### config.mk
export PLATFORM = sky130hd
export DESIGN_NAME = mem_arbiter_flat
export DESIGN_NICKNAME = d
export VERILOG_FILES = /design/src/rtl/mem_arb_pkg.sv /design/src/rtl/mem_arbiter_if.sv /design/src/rtl/mem_arb_starve_ctr.sv /design/src/rtl/mem_arbiter.sv /design/src/flat_wrapper.sv
export SDC_FILE = /design/constraint.sdc
export NUM_CORES = 1
export LEC_CHECK = 0
export CAP_MARGIN = 20
export CORE_ASPECT_RATIO = 1.25
export CORE_MARGIN = 5
export CORE_UTILIZATION = 39
export CTS_CLUSTER_DIAMETER = 50
export DETAILED_ROUTE_END_ITERATION = 8
export PLACE_DENSITY_LB_ADDON = 0.25
export SLEW_MARGIN = 5
export SYNTH_ARGS = -nofsm -noshare
export SYNTH_HDL_FRONTEND = slang
export SYNTH_SLANG_ARGS = --single-unit
### constraint.sdc
create_clock -name clk -period 2.8 [get_ports clk]
set_input_delay 0.84 -clock clk [delete_from_list [all_inputs] [get_ports clk]]
set_output_delay 0.84 -clock clk [all_outputs]
set_load 0.01 [all_outputs]
### src/rtl/mem_arb_pkg.sv
// Shared types and constants for the IF/LS memory arbiter.
// Optional starvation guard is enabled with the MEM_ARB_STARVE_GUARD_EN macro.
package mem_arb_pkg;

    localparam int DEF_DATA_SIZE    = 32;
    localparam int DEF_ADDRESS_SIZE = 16;
    localparam int DEF_STARVE_LIMIT = 4;

    // Transaction sequencing: accept, drive the RAM, return the response
    typedef enum logic [1:0] {
        ST_IDLE   = 2'd0,
        ST_ACCESS = 2'd1,
        ST_RESP   = 2'd2
    } state_e;

    // Which requester owns the transaction in flight
    typedef enum logic {
        GNT_IF = 1'b0,
        GNT_LS = 1'b1
    } gnt_e;

    // RAM read_write encoding
    localparam logic RAM_READ  = 1'b1;
    localparam logic RAM_WRITE = 1'b0;

endpackage

### src/rtl/mem_arbiter_if.sv
// Bundle of requester handshakes and RAM bus seen by the arbiter.
// slave: the arbiter side; master: requesters plus RAM (environment side).
interface mem_arbiter_if
    import mem_arb_pkg::*;
#(
    parameter int DATA_SIZE    = DEF_DATA_SIZE,
    parameter int ADDRESS_SIZE = DEF_ADDRESS_SIZE
);
    logic                    if_req_valid;
    logic [ADDRESS_SIZE-1:0] if_req_addr;
    logic                    if_req_ready;
    logic                    if_rsp_valid;
    logic [DATA_SIZE-1:0]    if_rsp_data;

    logic                    ls_req_valid;
    logic                    ls_req_write;
    logic [ADDRESS_SIZE-1:0] ls_req_addr;
    logic [DATA_SIZE-1:0]    ls_req_wdata;
    logic                    ls_req_ready;
    logic                    ls_rsp_valid;
    logic [DATA_SIZE-1:0]    ls_rsp_data;

    logic                    ram_read_write;
    logic [ADDRESS_SIZE-1:0] ram_address;
    logic [DATA_SIZE-1:0]    ram_data_in;
    logic [DATA_SIZE-1:0]    ram_data_out;

    modport slave (
        input  if_req_valid, if_req_addr,
        input  ls_req_valid, ls_req_write, ls_req_addr, ls_req_wdata,
        input  ram_data_out,
        output if_req_ready, if_rsp_valid, if_rsp_data,
        output ls_req_ready, ls_rsp_valid, ls_rsp_data,
        output ram_read_write, ram_address, ram_data_in
    );

    modport master (
        output if_req_valid, if_req_addr,
        output ls_req_valid, ls_req_write, ls_req_addr, ls_req_wdata,
        output ram_data_out,
        input  if_req_ready, if_rsp_valid, if_rsp_data,
        input  ls_req_ready, ls_rsp_valid, ls_rsp_data,
        input  ram_read_write, ram_address, ram_data_in
    );
endinterface

### src/rtl/mem_arb_starve_ctr.sv
// Counts LS grants made while IF is waiting; forces an IF win at the limit.
// Used only when MEM_ARB_STARVE_GUARD_EN is defined.
module mem_arb_starve_ctr #(
    parameter int STARVE_LIMIT = 4
) (
    input  logic clk,
    input  logic reset_n,
    input  logic idle_i,
    input  logic if_valid_i,
    input  logic if_grant_i,
    input  logic ls_grant_i,
    output logic force_if_o
);
    localparam int CW = $clog2(STARVE_LIMIT + 1);
    localparam logic [CW-1:0] LIMIT = CW'(STARVE_LIMIT);

    logic [CW-1:0] cnt_q;
    logic [CW-1:0] cnt_d;

    // Next count: clear when IF is served or stops waiting, saturate at the limit
    always_comb begin
        cnt_d = cnt_q;
        if (if_grant_i) begin
            cnt_d = {CW{1'b0}};
        end else if (ls_grant_i && if_valid_i) begin
            if (cnt_q != LIMIT) begin
                cnt_d = cnt_q + CW'(1);
            end else begin
                cnt_d = cnt_q;
            end
        end else if (idle_i && !if_valid_i) begin
            cnt_d = {CW{1'b0}};
        end else begin
            cnt_d = cnt_q;
        end
    end

    // Counter register
    always_ff @(posedge clk) begin
        if (!reset_n) begin
            cnt_q <= {CW{1'b0}};
        end else begin
            cnt_q <= cnt_d;
        end
    end

    assign force_if_o = (cnt_q == LIMIT);
endmodule

### src/rtl/mem_arbiter.sv
// Arbiter sharing a single-port RAM between instruction fetch and load/store.
// One transaction per three cycles; LS has priority unless MEM_ARB_STARVE_GUARD_EN
// is defined, in which case a starved IF is forced through after STARVE_LIMIT LS grants.
module mem_arbiter
    import mem_arb_pkg::*;
#(
    parameter int DATA_SIZE    = DEF_DATA_SIZE,
    parameter int ADDRESS_SIZE = DEF_ADDRESS_SIZE
`ifdef MEM_ARB_STARVE_GUARD_EN
    ,
    parameter int STARVE_LIMIT = DEF_STARVE_LIMIT
`endif
) (
    input  logic          clk,
    input  logic          reset_n,
    mem_arbiter_if.slave  bus
);
    state_e                  state_q;
    state_e                  state_d;
    gnt_e                    winner_q;
    logic                    write_q;
    logic                    ram_rw_q;
    logic [ADDRESS_SIZE-1:0] ram_addr_q;
    logic [DATA_SIZE-1:0]    ram_wdata_q;
    logic                    if_rsp_valid_q;
    logic [DATA_SIZE-1:0]    if_rsp_data_q;
    logic                    ls_rsp_valid_q;
    logic [DATA_SIZE-1:0]    ls_rsp_data_q;

    logic grant_if_s;
    logic grant_ls_s;
    logic force_if_s;

`ifdef MEM_ARB_STARVE_GUARD_EN
    mem_arb_starve_ctr #(
        .STARVE_LIMIT (STARVE_LIMIT)
    ) u_starve_ctr (
        .clk        (clk),
        .reset_n    (reset_n),
        .idle_i     (state_q == ST_IDLE),
        .if_valid_i (bus.if_req_valid),
        .if_grant_i (grant_if_s),
        .ls_grant_i (grant_ls_s),
        .force_if_o (force_if_s)
    );
`else
    assign force_if_s = 1'b0;
`endif

    // Arbitration: only in IDLE and out of reset; LS wins unless IF is being forced
    always_comb begin
        grant_if_s = 1'b0;
        grant_ls_s = 1'b0;
        if (reset_n && (state_q == ST_IDLE)) begin
            if (bus.if_req_valid && (force_if_s || !bus.ls_req_valid)) begin
                grant_if_s = 1'b1;
            end else if (bus.ls_req_valid) begin
                grant_ls_s = 1'b1;
            end else begin
                grant_if_s = 1'b0;
                grant_ls_s = 1'b0;
            end
        end else begin
            grant_if_s = 1'b0;
            grant_ls_s = 1'b0;
        end
    end

    // Next-state logic
    always_comb begin
        state_d = state_q;
        case (state_q)
            ST_IDLE: begin
                if (grant_if_s || grant_ls_s) begin
                    state_d = ST_ACCESS;
                end else begin
                    state_d = ST_IDLE;
                end
            end
            ST_ACCESS: state_d = ST_RESP;
            ST_RESP:   state_d = ST_IDLE;
            default:   state_d = ST_IDLE;
        endcase
    end

    // State register
    always_ff @(posedge clk) begin
        if (!reset_n) begin
            state_q <= ST_IDLE;
        end else begin
            state_q <= state_d;
        end
    end

    // Datapath: latch the winner's request at accept, capture read data at end of ACCESS
    always_ff @(posedge clk) begin
        if (!reset_n) begin
            winner_q       <= GNT_IF;
            write_q        <= 1'b0;
            ram_rw_q       <= RAM_READ;
            ram_addr_q     <= {ADDRESS_SIZE{1'b0}};
            ram_wdata_q    <= {DATA_SIZE{1'b0}};
            if_rsp_valid_q <= 1'b0;
            if_rsp_data_q  <= {DATA_SIZE{1'b0}};
            ls_rsp_valid_q <= 1'b0;
            ls_rsp_data_q  <= {DATA_SIZE{1'b0}};
        end else begin
            if_rsp_valid_q <= 1'b0;
            ls_rsp_valid_q <= 1'b0;
            case (state_q)
                ST_IDLE: begin
                    if (grant_ls_s) begin
                        winner_q   <= GNT_LS;
                        write_q    <= bus.ls_req_write;
                        ram_addr_q <= bus.ls_req_addr;
                        ram_rw_q   <= bus.ls_req_write ? RAM_WRITE : RAM_READ;
                        if (bus.ls_req_write) begin
                            ram_wdata_q <= bus.ls_req_wdata;
                        end
                    end else if (grant_if_s) begin
                        winner_q   <= GNT_IF;
                        write_q    <= 1'b0;
                        ram_addr_q <= bus.if_req_addr;
                        ram_rw_q   <= RAM_READ;
                    end else begin
                        ram_rw_q <= RAM_READ;
                    end
                end
                ST_ACCESS: begin
                    ram_rw_q <= RAM_READ;
                    if (winner_q == GNT_LS) begin
                        ls_rsp_valid_q <= 1'b1;
                        ls_rsp_data_q  <= write_q ? {DATA_SIZE{1'b0}} : bus.ram_data_out;
                    end else begin
                        if_rsp_valid_q <= 1'b1;
                        if_rsp_data_q  <= bus.ram_data_out;
                    end
                end
                ST_RESP: begin
                    ram_rw_q <= RAM_READ;
                end
                default: begin
                    ram_rw_q <= RAM_READ;
                end
            endcase
        end
    end

    assign bus.if_req_ready   = grant_if_s;
    assign bus.ls_req_ready   = grant_ls_s;
    assign bus.if_rsp_valid   = if_rsp_valid_q;
    assign bus.if_rsp_data    = if_rsp_data_q;
    assign bus.ls_rsp_valid   = ls_rsp_valid_q;
    assign bus.ls_rsp_data    = ls_rsp_data_q;
    // Reset forces a read so a store abandoned mid-ACCESS never reaches the RAM
    assign bus.ram_read_write = ram_rw_q | ~reset_n;
    assign bus.ram_address    = ram_addr_q;
    assign bus.ram_data_in    = ram_wdata_q;
endmodule

### src/flat_wrapper.sv
// flat-port wrapper written by rule: the top's interface ports become plain ports
module mem_arbiter_flat import mem_arb_pkg::*;
#(
    parameter int DATA_SIZE    = DEF_DATA_SIZE,
    parameter int ADDRESS_SIZE = DEF_ADDRESS_SIZE

)
  (clk, reset_n, bus_if_req_valid, bus_if_req_addr, bus_ls_req_valid, bus_ls_req_write, bus_ls_req_addr, bus_ls_req_wdata, bus_ram_data_out, bus_if_req_ready, bus_if_rsp_valid, bus_if_rsp_data, bus_ls_req_ready, bus_ls_rsp_valid, bus_ls_rsp_data, bus_ram_read_write, bus_ram_address, bus_ram_data_in);
  mem_arbiter_if #(.DATA_SIZE(DATA_SIZE), .ADDRESS_SIZE(ADDRESS_SIZE)) bus_i ();
  input  logic clk;
  input  logic reset_n;
  input wire logic [$bits(bus_i.if_req_valid)-1:0] bus_if_req_valid;
  input wire logic [$bits(bus_i.if_req_addr)-1:0] bus_if_req_addr;
  input wire logic [$bits(bus_i.ls_req_valid)-1:0] bus_ls_req_valid;
  input wire logic [$bits(bus_i.ls_req_write)-1:0] bus_ls_req_write;
  input wire logic [$bits(bus_i.ls_req_addr)-1:0] bus_ls_req_addr;
  input wire logic [$bits(bus_i.ls_req_wdata)-1:0] bus_ls_req_wdata;
  input wire logic [$bits(bus_i.ram_data_out)-1:0] bus_ram_data_out;
  output wire logic [$bits(bus_i.if_req_ready)-1:0] bus_if_req_ready;
  output wire logic [$bits(bus_i.if_rsp_valid)-1:0] bus_if_rsp_valid;
  output wire logic [$bits(bus_i.if_rsp_data)-1:0] bus_if_rsp_data;
  output wire logic [$bits(bus_i.ls_req_ready)-1:0] bus_ls_req_ready;
  output wire logic [$bits(bus_i.ls_rsp_valid)-1:0] bus_ls_rsp_valid;
  output wire logic [$bits(bus_i.ls_rsp_data)-1:0] bus_ls_rsp_data;
  output wire logic [$bits(bus_i.ram_read_write)-1:0] bus_ram_read_write;
  output wire logic [$bits(bus_i.ram_address)-1:0] bus_ram_address;
  output wire logic [$bits(bus_i.ram_data_in)-1:0] bus_ram_data_in;
  assign bus_i.if_req_valid = bus_if_req_valid;
  assign bus_i.if_req_addr = bus_if_req_addr;
  assign bus_i.ls_req_valid = bus_ls_req_valid;
  assign bus_i.ls_req_write = bus_ls_req_write;
  assign bus_i.ls_req_addr = bus_ls_req_addr;
  assign bus_i.ls_req_wdata = bus_ls_req_wdata;
  assign bus_i.ram_data_out = bus_ram_data_out;
  assign bus_if_req_ready = bus_i.if_req_ready;
  assign bus_if_rsp_valid = bus_i.if_rsp_valid;
  assign bus_if_rsp_data = bus_i.if_rsp_data;
  assign bus_ls_req_ready = bus_i.ls_req_ready;
  assign bus_ls_rsp_valid = bus_i.ls_rsp_valid;
  assign bus_ls_rsp_data = bus_i.ls_rsp_data;
  assign bus_ram_read_write = bus_i.ram_read_write;
  assign bus_ram_address = bus_i.ram_address;
  assign bus_ram_data_in = bus_i.ram_data_in;
  mem_arbiter #(.DATA_SIZE(DATA_SIZE), .ADDRESS_SIZE(ADDRESS_SIZE)) u_core (.clk(clk), .reset_n(reset_n), .bus(bus_i));
endmodule
# Word level (Yosys, flattened, before mapping)
# Cells that the tools add are included.
[classes] div_mod_pow=0 bitwise_logic=3 reduce_logical=12 add_sub_neg=0 n_eq_ne=1 magnitude_cmp=0 mul=0 n_mux=16 n_shift=0
[op_table] cell="two-way mux 16 bit" count=2
[op_table] cell="two-way mux 32 bit" count=1
[op_table] cell="two-way mux 1 bit" count=12
[op_table] cell="AND reduction 2 bit" count=4
[op_table] cell="AND reduction 3 bit" count=2
[op_table] cell="one-hot mux 2 bit (2 select lines)" count=1
[op_table] cell="== test 2 x 1 -> 1 bit, second input constant" count=1
[op_table] cell="logical AND 1 bit" count=2
[op_table] cell="zero test 2 bit" count=1
[op_table] cell="NOT 1 bit" count=2
[op_table] cell="nonzero test 2 bit" count=1
[op_table] cell="zero test 1 bit" count=1
[op_table] cell="logical OR 1 bit" count=1
[op_table] cell="OR 1 bit" count=1
[word_totals] n_memories=0 mem_bits_ro=0 latchBits=0 wordCells=42 ramBits=0 reg_bits=119

# Depth between registers and ports, before layout
[depth] ltp_word=7 depth_mapped=6

# Least setup slack after synthesis
# OpenSTA, ideal clock, no wires.
[synth_timing] path_type="in2out" from="input port bus_ls_req_valid" to="output port bus_if_req_ready" cell_stages=4 arrival_ps=1780 required_ps=1960 n_path_buf=2 slack_ps=180 path_cell_list="or4b_1 clkbuf_2 buf_4 nor2_1"
[synth_between] elab_chain_len=4
[synth_rtl] item="from (decl)" line="flat_wrapper.sv:14" rtl="input wire logic [$bits(bus_i.ls_req_valid)-1:0] bus_ls_req_valid;"
[synth_rtl] item="zero test 1 bit" line="mem_arbiter.sv:55" rtl="if (bus.if_req_valid && (force_if_s || !bus.ls_req_valid)) begin"
[synth_rtl] item="logical AND 1 bit" line="mem_arbiter.sv:55"
[synth_rtl] item="two-way mux 1 bit" line="mem_arbiter.sv:55"
[synth_rtl] item="two-way mux 1 bit" line="mem_arbiter.sv:54" rtl="if (reset_n && (state_q == ST_IDLE)) begin"
[synth_rtl] item="to (decl)" line="flat_wrapper.sv:19" rtl="output wire logic [$bits(bus_i.if_req_ready)-1:0] bus_if_req_ready;"
# No other way between the ends.

# Worst setup path after layout
# Ends and elaborated chain as after synthesis.

==> metrics.txt <==
status=finished, final reports clean; Syn Area/Cell=9.107 um^2; slowest CP cell=or4b_4; clock-pin slew on the worst setup and hold paths=0.05 ns; first-pass GRT wire length=20.88 mm; critical path required time=just under 2 ns; core area=about 0.011 mm^2; Slew headroom=roughly 52%; Max H-tree Level=4; largest net degree at the start of global routing=53; Initial Util=approximately 40%; P&R area growth vs syn=66.96%; Worst setup SP type=primary input; WL final=between 10 and 15 mm; DPL Wire Length=between 9 and 10 mm; die width=about 100 um; Final setup viols=0; Critical Path Max Stage Delay=roughly 0.55 ns; total vias in the final route=4026; gr ovfl total=0; mapped cell area=~0.0042 mm^2; Clock Root Buffer=clkbuf_16; worst min-delay path class=reg -> reg; Fillers=between 800 and 900; CP top delay family=simple AND/OR/NAND/NOR gates; initial antenna violation count=0; Mapped Nets=560; io pins=approximately 220; Initial DRC Count=118; MaxCap Viol Count=0; critical path class=in -> out; maximum VDD drop=0.0004418 V; CTS Buffer Depth=2; CP cell instances=dlygate4sd2_1 -> or4b_4 -> nor2_2 -> buf_2; P_leak=2.572 nW; Clock Sinks=roughly 120; sequential fraction of the synthesis area=between 50% and 60%; Gate Count Post-Synth=around 460; crit path time final=about 2.7 ns; Yosys reg bits=roughly 120; GP Congestion=around 0.79; via/cell ratio=between 4 and 5; Die ar.=between 0.01 and 0.015 mm^2; gr usage total=20.38%; fin crit share=a little over nine tenths; skew final=0.008416 ns; Post-CTS Setup Bufs=0; final net count=766; crit end category=primary output; CTS tree=built; critical path fanouts, max=2; Synth area leader=dfxtp_1; RSZ-0062 raised after global routing=no; slew at the pin closest to its max-slew limit=0.7173 ns; # DRC=0; number of diodes=0; Syn. warnings=0; power per cell area=between 600 and 700 mW/mm^2; First-pass DRT Iterations=4; WL per Instance=around 16 um; Unique masters post-synth=37; buffers added on ports=217; f_max=0.3661 GHz; Die Ht=between 100 and 150 um; clk_lat worst skew=~0.40 ns; layout cells sized above 1=8.000%; post-synth top area share=56.99%; number of global-route vias before repair=4220; row cnt=between 40 and 50; Max Transition Viols Final=0; antenna-violating nets left=0; CP bufs+invs=2; Tot Pwr=between 4 and 5 mW; Fin. Hold Viols=0; ranking of synthesized cells by area=dfxtp_1, nand2_1, a22o_1, a21oi_1, nand3_1; post-route setup TNS=0 ns; crit path DAT=approximately 1.9 ns; number of CTS-inserted buffers=17
[final timing paths]
kind                                                 start                    endpoint  slack [ns]  cells after the start
worst min register to register  u_core.bus.ram_data_in[25]  u_core.bus.ram_data_in[25]        0.44                      2
worst max register to register           u_core.state_q[0]  u_core.bus.ls_rsp_data[29]        0.95                      4
worst max-delay path                      bus_ls_req_valid            bus_if_req_ready        0.07                      4
worst min-delay path            u_core.bus.ram_data_in[25]  u_core.bus.ram_data_in[25]        0.44                      2
[kinds of logic after synthesis]
logic type	Yosys count	synth area share, %
simple gates	147	15.71
compound gates	133	20.74
flops	119	56.99
buf+inv	60	6.554
[tightest hold or removal path, cell delays in order, from the launching register on]
cell and delay [ns]:
dfxtp_1 0.30, nand2_1 0.05, o21ai_1 0.05
[cells in the final DEF, fill, tap and decap left out, drive strengths merged, types with 2 or more instances in the layout]
master         count
clkinvlp           2
buf               13
nand2             96
bufinv             2
o221ai            15
clkinv             5
a21oi             49
and2               2
inv               19
clkbuf            20
a22o              31
dlygate4sd2        3
and4b              2
or3b               2
dfxtp            119
clkdlybuf4s50    212
nand3             32
o21ai             33
nor2               4
[routing by layer]
layer	vias up	wire, um	global-route usage [%]
li1	1992	-	-
met1	1849	4990	22.77
met2	162	6470	34.22
met3	23	1366	8.960
met4	0	233	6.795
met5	-	0	0
[state kept, by name (all words and copies together), names as in the netlist]
register,cells
u_core.bus.ls_rsp_valid,1
u_core.state_q,2
u_core.bus.if_rsp_data,32
u_core.bus.ram_data_in,32
u_core.winner_q,1
u_core.bus.if_rsp_valid,1
u_core.bus.ls_rsp_data,32
u_core.write_q,1
u_core.bus.ram_address,16
u_core.ram_rw_q,1
[cells in the mapped netlist]
library cell	count
nor3b_1	1
nor2_1	4
o221ai_2	1
or3_1	1
and3_1	1
or2b_1	1
o31a_1	1
o21a_1	1
nand3_1	32
nor2b_1	1
or4b_1	1
and4b_1	2
nand2b_1	1
buf_2	6
and2_4	1
buf_6	4
a31o_2	1
o21ai_0	28
clkbuf_1	25
inv_1	18
nand2_1	96
or2_1	1
o221ai_1	14
a22o_1	31
dfxtp_1	119
a21boi_0	1
or3b_2	2
clkbuf_2	3
o221a_2	1
and2_1	1
buf_4	2
a21oi_2	1
inv_2	1
o21ai_1	5
buf_1	1
and4bb_2	1
a21oi_1	48
[metrics by stage]
step | util (%) | hold WS [ns] | cells | cell area [um^2] | setup slack (ns)
2_1_floorplan | - | 0.4684 | 459 | 4180 | 0.1804
5_1_grt | 66.07 | 0.4647 | 807 | 6979 | 0.05283
3_3_place_gp | 60.53 | 0.4343 | 777 | 6394 | -0.4579
3_5_place_dp | 60.79 | 0.4390 | 778 | 6421 | -0.4815
6_report | 66.07 | 0.4446 | 807 | 6979 | 0.06855
4_1_cts | 66.07 | 0.4466 | 807 | 6979 | 0.08971
[power breakdown]
part	total, mW	internal [mW]	switching, mW	leakage [nW]
Sequential	1.84	1.79	0.0501	0.969
Clock	2.04	1.33	0.711	0.273
Combinational	0.606	0.339	0.267	1.33
[cell type report]
class	count	area, um^2	area share, %
Clock inverter	9	103.9	1.488
Multi-Input combinational cell	280	1539	22.05
Clock buffer	20	456.7	6.544
Timing Repair Buffer	228	2261	32.40
Tap cell	132	165.2	2.366
Sequential cell	119	2382	34.13
Inverter	19	71.32	1.022
[what timing repair did]
action / 4_1_cts / 5_1_grt
hold buffers: 0 / 0
gates resized for setup: 9 / 0
endpoints found under the setup margin: 2 / 0
Note: power is estimated with default switching activity, not from simulation.
